<file path="config.mk">
export PLATFORM = sky130hd
export DESIGN_NAME = dispatch_queue
export DESIGN_NICKNAME = d
export VERILOG_FILES = /design/src/rtl/dispatch_queue.sv
export SDC_FILE = /design/constraint.sdc
export NUM_CORES = 1
export LEC_CHECK = 0
export ABC_AREA = 1
export CORE_ASPECT_RATIO = 1.2
export CORE_MARGIN = 2
export CORE_UTILIZATION = 25
export CTS_BUF_LIST = sky130_fd_sc_hd__clkbuf_2
export DETAILED_ROUTE_END_ITERATION = 16
export DONT_BUFFER_PORTS = 1
export PLACE_DENSITY = 0.38
export REMOVE_ABC_BUFFERS = 1
export SLEW_MARGIN = 20
export SYNTH_ARGS = -nofsm -noshare
export SYNTH_HDL_FRONTEND = slang
export SYNTH_SLANG_ARGS = --single-unit
</file>
<file path="constraint.sdc">
create_clock -name clk -period 5.6 [get_ports clk]
set_input_delay 0.84 -clock clk [delete_from_list [all_inputs] [get_ports clk]]
set_output_delay 0.84 -clock clk [all_outputs]
set_load 0.01 [all_outputs]
</file>
<file path="src/rtl/dispatch_queue.sv">
`default_nettype none
// +----------------------------------------------------------------------------+
// | Module      : dispatch_queue (with package dispatch_queue_pkg)             |
// | Description : Two-wide in-order circular buffer between decode and         |
// |               issue/rename. Accepts up to two instructions per cycle,      |
// |               delivers up to two per cycle, and forces special and         |
// |               excepting instructions to leave the head alone.              |
// | Ports       : clk, resetn (async active-low), flush (sync, top priority)   |
// |               enq_valid[1:0], enq_inst/pc/ex 1..2, enq_ready               |
// |               deq_valid[1:0], deq_inst/pc/ex 1..2, deq_ready[1:0]          |
// |               count (occupancy, $clog2(DEPTH)+1 bits)                      |
// | Revision    : 1.0  initial release                                         |
// +----------------------------------------------------------------------------+

package dispatch_queue_pkg;
  typedef logic [31:0] virt_t;

  typedef struct packed {
    logic [15:0] opcode;
    logic        is_sp_op;
  } decoded_inst_t;

  typedef struct packed {
    logic       ex;
    logic [4:0] exccode;
  } exception_t;

  localparam logic [4:0] EXC_RI = 5'd10;
endpackage

module dispatch_queue
  import dispatch_queue_pkg::*;
#(
  parameter int DEPTH = 8
) (
  input  logic                       clk,
  input  logic                       resetn,
  input  logic                       flush,
  input  logic [1:0]                 enq_valid,
  input  decoded_inst_t              enq_inst1,
  input  decoded_inst_t              enq_inst2,
  input  virt_t                      enq_pc1,
  input  virt_t                      enq_pc2,
  input  exception_t                 enq_ex1,
  input  exception_t                 enq_ex2,
  output logic                       enq_ready,
  output logic [1:0]                 deq_valid,
  output decoded_inst_t              deq_inst1,
  output decoded_inst_t              deq_inst2,
  output virt_t                      deq_pc1,
  output virt_t                      deq_pc2,
  output exception_t                 deq_ex1,
  output exception_t                 deq_ex2,
  input  logic [1:0]                 deq_ready,
  output logic [$clog2(DEPTH):0]     count
);

  localparam int PW = $clog2(DEPTH);
  localparam int CW = PW + 1;
  localparam logic [CW-1:0] C_ENQ_MAX = CW'(DEPTH - 2);
  localparam logic [CW-1:0] C_TWO     = CW'(2);

  typedef struct packed {
    decoded_inst_t inst;
    virt_t         pc;
    exception_t    ex;
  } entry_t;

  entry_t          mem [DEPTH];
  logic [PW-1:0]   r_head;
  logic [PW-1:0]   r_tail;
  logic [CW-1:0]   r_count;

  logic [PW-1:0]   w_head_next;
  logic [PW-1:0]   w_slot2_idx;
  logic            w_head_single;
  logic            w_next_single;
  logic            w_enq_fire;
  logic [1:0]      w_n_enq;
  logic [1:0]      w_n_deq;

  // Head+1 wraps naturally because the pointer width matches the depth.
  assign w_head_next = r_head + PW'(1);

  assign deq_inst1 = mem[r_head].inst;
  assign deq_pc1   = mem[r_head].pc;
  assign deq_ex1   = mem[r_head].ex;
  assign deq_inst2 = mem[w_head_next].inst;
  assign deq_pc2   = mem[w_head_next].pc;
  assign deq_ex2   = mem[w_head_next].ex;

  // An excepting or special entry at either head slot blocks dual issue.
  assign w_head_single = mem[r_head].ex.ex      | mem[r_head].inst.is_sp_op;
  assign w_next_single = mem[w_head_next].ex.ex | mem[w_head_next].inst.is_sp_op;

  assign count        = r_count;
  assign enq_ready    = (r_count <= C_ENQ_MAX);
  assign deq_valid[0] = (r_count != '0);
  assign deq_valid[1] = (r_count >= C_TWO) & ~w_head_single & ~w_next_single;

  assign w_enq_fire = enq_ready & ~flush;
  assign w_n_enq    = w_enq_fire ? ({1'b0, enq_valid[0]} + {1'b0, enq_valid[1]}) : 2'd0;

  // deq_ready is thermometer coded: slot 2 only counts when slot 1 is taken.
  always_comb begin
    w_n_deq = 2'd0;
    if (deq_valid[1] && deq_ready[1] && deq_ready[0]) begin
      w_n_deq = 2'd2;
    end else if (deq_valid[0] && deq_ready[0]) begin
      w_n_deq = 2'd1;
    end
  end

  // Slot 2 lands right after slot 1 only when slot 1 is actually present.
  assign w_slot2_idx = r_tail + PW'(enq_valid[0]);

  // Storage has no reset; only valid occupancy is tracked by the pointers.
  always_ff @(posedge clk) begin
    if (w_enq_fire && enq_valid[0]) begin
      mem[r_tail] <= '{inst: enq_inst1, pc: enq_pc1, ex: enq_ex1};
    end
    if (w_enq_fire && enq_valid[1]) begin
      mem[w_slot2_idx] <= '{inst: enq_inst2, pc: enq_pc2, ex: enq_ex2};
    end
  end

  always_ff @(posedge clk or negedge resetn) begin
    if (!resetn) begin
      r_head  <= '0;
      r_tail  <= '0;
      r_count <= '0;
    end else if (flush) begin
      r_head  <= '0;
      r_tail  <= '0;
      r_count <= '0;
    end else begin
      r_head  <= r_head + PW'(w_n_deq);
      r_tail  <= r_tail + PW'(w_n_enq);
      r_count <= r_count + CW'(w_n_enq) - CW'(w_n_deq);
    end
  end

  a_count_bound: assert property (@(posedge clk) disable iff (!resetn)
    r_count <= CW'(DEPTH));

  a_ptr_consistent: assert property (@(posedge clk) disable iff (!resetn)
    !flush |-> ((r_tail - r_head) == r_count[PW-1:0]));

endmodule

`default_nettype wire

</file>
==> impl_metrics.json <==
{
  "hold_depth": 5,
  "final_cell_mix": "nand2_1, edfxtp_1, o21ai_0",
  "setup_viol_count_final": 0,
  "wl_per_cell_um": 21.1,
  "worstSetupStartpointType": "register",
  "skew_ns": 0.0814,
  "p_leak_uw": 0.0119,
  "outcome": "completed",
  "hold_slack_ns": 0.284,
  "die_w_um": 305,
  "rsz0062_at_grt": "no",
  "synthAdderAreaFrac_pct": 0.845,
  "antenna_found_initial": 11,
  "p_per_area_nw_per_um2": 402,
  "vias": 23370,
  "hp-class": "input port to register",
  "hpwl_um": 57500,
  "globalRouteTotalUtil_pct": 18.0,
  "fin_crit_ns": 5.16,
  "fin_area_um2": 30700,
  "drv_cap": 0,
  "synth_top_family_by_area": "compound AO/OA/AOI/OAI gates",
  "grt_pass1_vias": 22976,
  "placed_cell_area_um2": 27700,
  "first_pass_iters": 5,
  "grt_max_degree": 263,
  "setup.worst_path.class": "register to primary output",
  "cp_max_fo": 44,
  "clock.fmax_ghz": 0.194,
  "clockBufferDepth": 3,
  "area_delta_synth_final_pct": 12.6,
  "coreArea_um2": 108000,
  "finalCritPeriodShare_pct": 92.2,
  "hold_viol": 0,
  "cp_data_required_time_ns": 4.76,
  "root_buffer": "clkbuf_2",
  "boundaryPins": 234,
  "grt_remaining_overflow": 0,
  "syn_inst": 3264,
  "relSlewSlack_pct": 22.9,
  "synthMuxAreaShare_pct": 0,
  "ff2ff_path_depth": 15,
  "cts_tree": "done",
  "ant_nets": 0,
  "drtIter0Drc": 1281,
  "synth_xor_area_share_pct": 0.124,
  "synth-simple-area-share_pct": 12.8,
  "avgSynthCellArea_um2": 8.35,
  "syn_area_um2": 27300,
  "final_nets": 3446,
  "ff2ff_setup_slack_ns": 0.82,
  "ys_types": 30,
  "die_area_um2": 112000,
  "port_buffers": 0,
  "synth-seq-cells": 450,
  "stdcell_count": 4810,
  "cts_buffers": 137,
  "wl_um": 102000,
  "synth_compound_area_share_pct": 25.8,
  "endpoint_kind": "primary output",
  "drc_errors": 0,
  "cts.sinks": 450,
  "drive_gt1_share_pct": 10.1,
  "dieHeight_um": 366,
  "place_congestion": 0.737,
  "clkTransAtPathRegs_ns": 0.10,
  "h-tree-depth": 4,
  "yosys_warnings": 0,
  "slew_viol_final": 0,
  "layout_commonest_cell": "nand2_1",
  "yosysSeqAreaShare_pct": 49.4,
  "start_util_pct": 25.2,
  "clock_latency_ns": 1.47,
  "grt_pass1_wl_um": 149000,
  "tns_ns": 0,
  "tightest_slew_ns": 1.16,
  "vias_per_cell": 4.86,
  "numPlacedInstances": 4399,
  "ir_drop_v": 0.000364,
  "utilization_pct": 28.4,
  "rows": 132,
  "arrival_ns": 4.32
}
[worst max-delay path: stages (launching register included)]
cell and delay [ns]:
dfrtp_4 0.69, buf_4 0.56, buf_4 0.62, o21ai_0 0.16, o21ai_0 0.18, a21oi_1 0.07
a31oi_1 0.53
[final cells by class]
type,instances,area (µm²)
fill,11705,77300
sequential,450,13500
multi-input combinational,2228,11000
timing repair buffer,230,2290
tap,1407,1760
inverter,266,1030
clock buffer,198,991
clock inverter,23,141
antenna,8,20.0
[timing repair]
item | 4_1_cts | 5_1_grt
setup buffers | 0 | 1
hold endpoints to repair | 460 | 0
hold buffers | 181 | 0
setup endpoints to repair | 34 | 7
gates resized for setup | 2 | 1
[synthesized netlist by cell type]
cell	n	area [µm²]
o21ai_1	385	1930
xnor2_2	1	16.3
o21ai_0	438	2190
a21o_1	1	7.51
inv_1	263	987
inv_4	1	6.26
xnor2_1	1	8.76
o21ai_2	54	473
nand4_2	8	100
o211ai_1	55	413
a21oi_2	1	8.76
clkbuf_1	106	398
buf_1	18	67.6
edfxtp_1	440	13200
nor2_1	221	830
a21oi_1	270	1350
nand2_2	1	6.26
nand3_1	26	130
ha_1	12	150
buf_4	2	15.0
inv_2	2	7.51
nand2_1	641	2410
a31oi_1	106	663
fa_1	4	80.1
xor2_1	1	8.76
buf_2	108	541
nor2_2	1	6.26
buf_6	86	968
nor2_8	1	20.0
dfrtp_1	10	250
[path summary, 6_finish.rpt]
| path | start | end |
|---|---|---|
| setup / recovery | r_head[1] | deq_pc1[3] |
| hold / removal | enq_valid[0] | mem[3][47] |
| setup reg to reg | r_head[1] | r_head[2] |
| hold reg to reg | r_tail[2] | r_tail[2] |
| max in group asynchronous | resetn | r_head[0] |
| min in group asynchronous | resetn | r_head[2] |
[logic make-up after synthesis]
logic type	Yosys count
compound gates	1310
xor+xnor	3
fa+ha+maj	16
buf+inv	586
flops	450
simple gates	899
[through the flow]
step | power (µW) | worst slack, ns
after floorplan | 7680 | -9.35
after global placement | 9710 | 1.51
after detailed placement | 9720 | 1.50
after CTS | 12600 | 0.0183
after global routing | 13300 | 0.0825
final | 12300 | 0.439
[report_power, final]
group,internal [µW],switching [µW]
registers,3950,143
logic,1550,4110
clock network,1020,1570
[routing by layer]
metal	global-route usage [%]	up-vias	part of all wire, %
met2	31.4	603	49
met3	3.70	204	4.8
met4	7.06	8	3.0
met1	21.7	11056	43
li1	-	11499	-
met5	0	-	0.047
[sequential cells by signal (all words and copies together), names as in the netlist]
signal and cells:
count 4, mem 440, r_head 3, r_tail 3
Power figures use the tool's default switching activity.
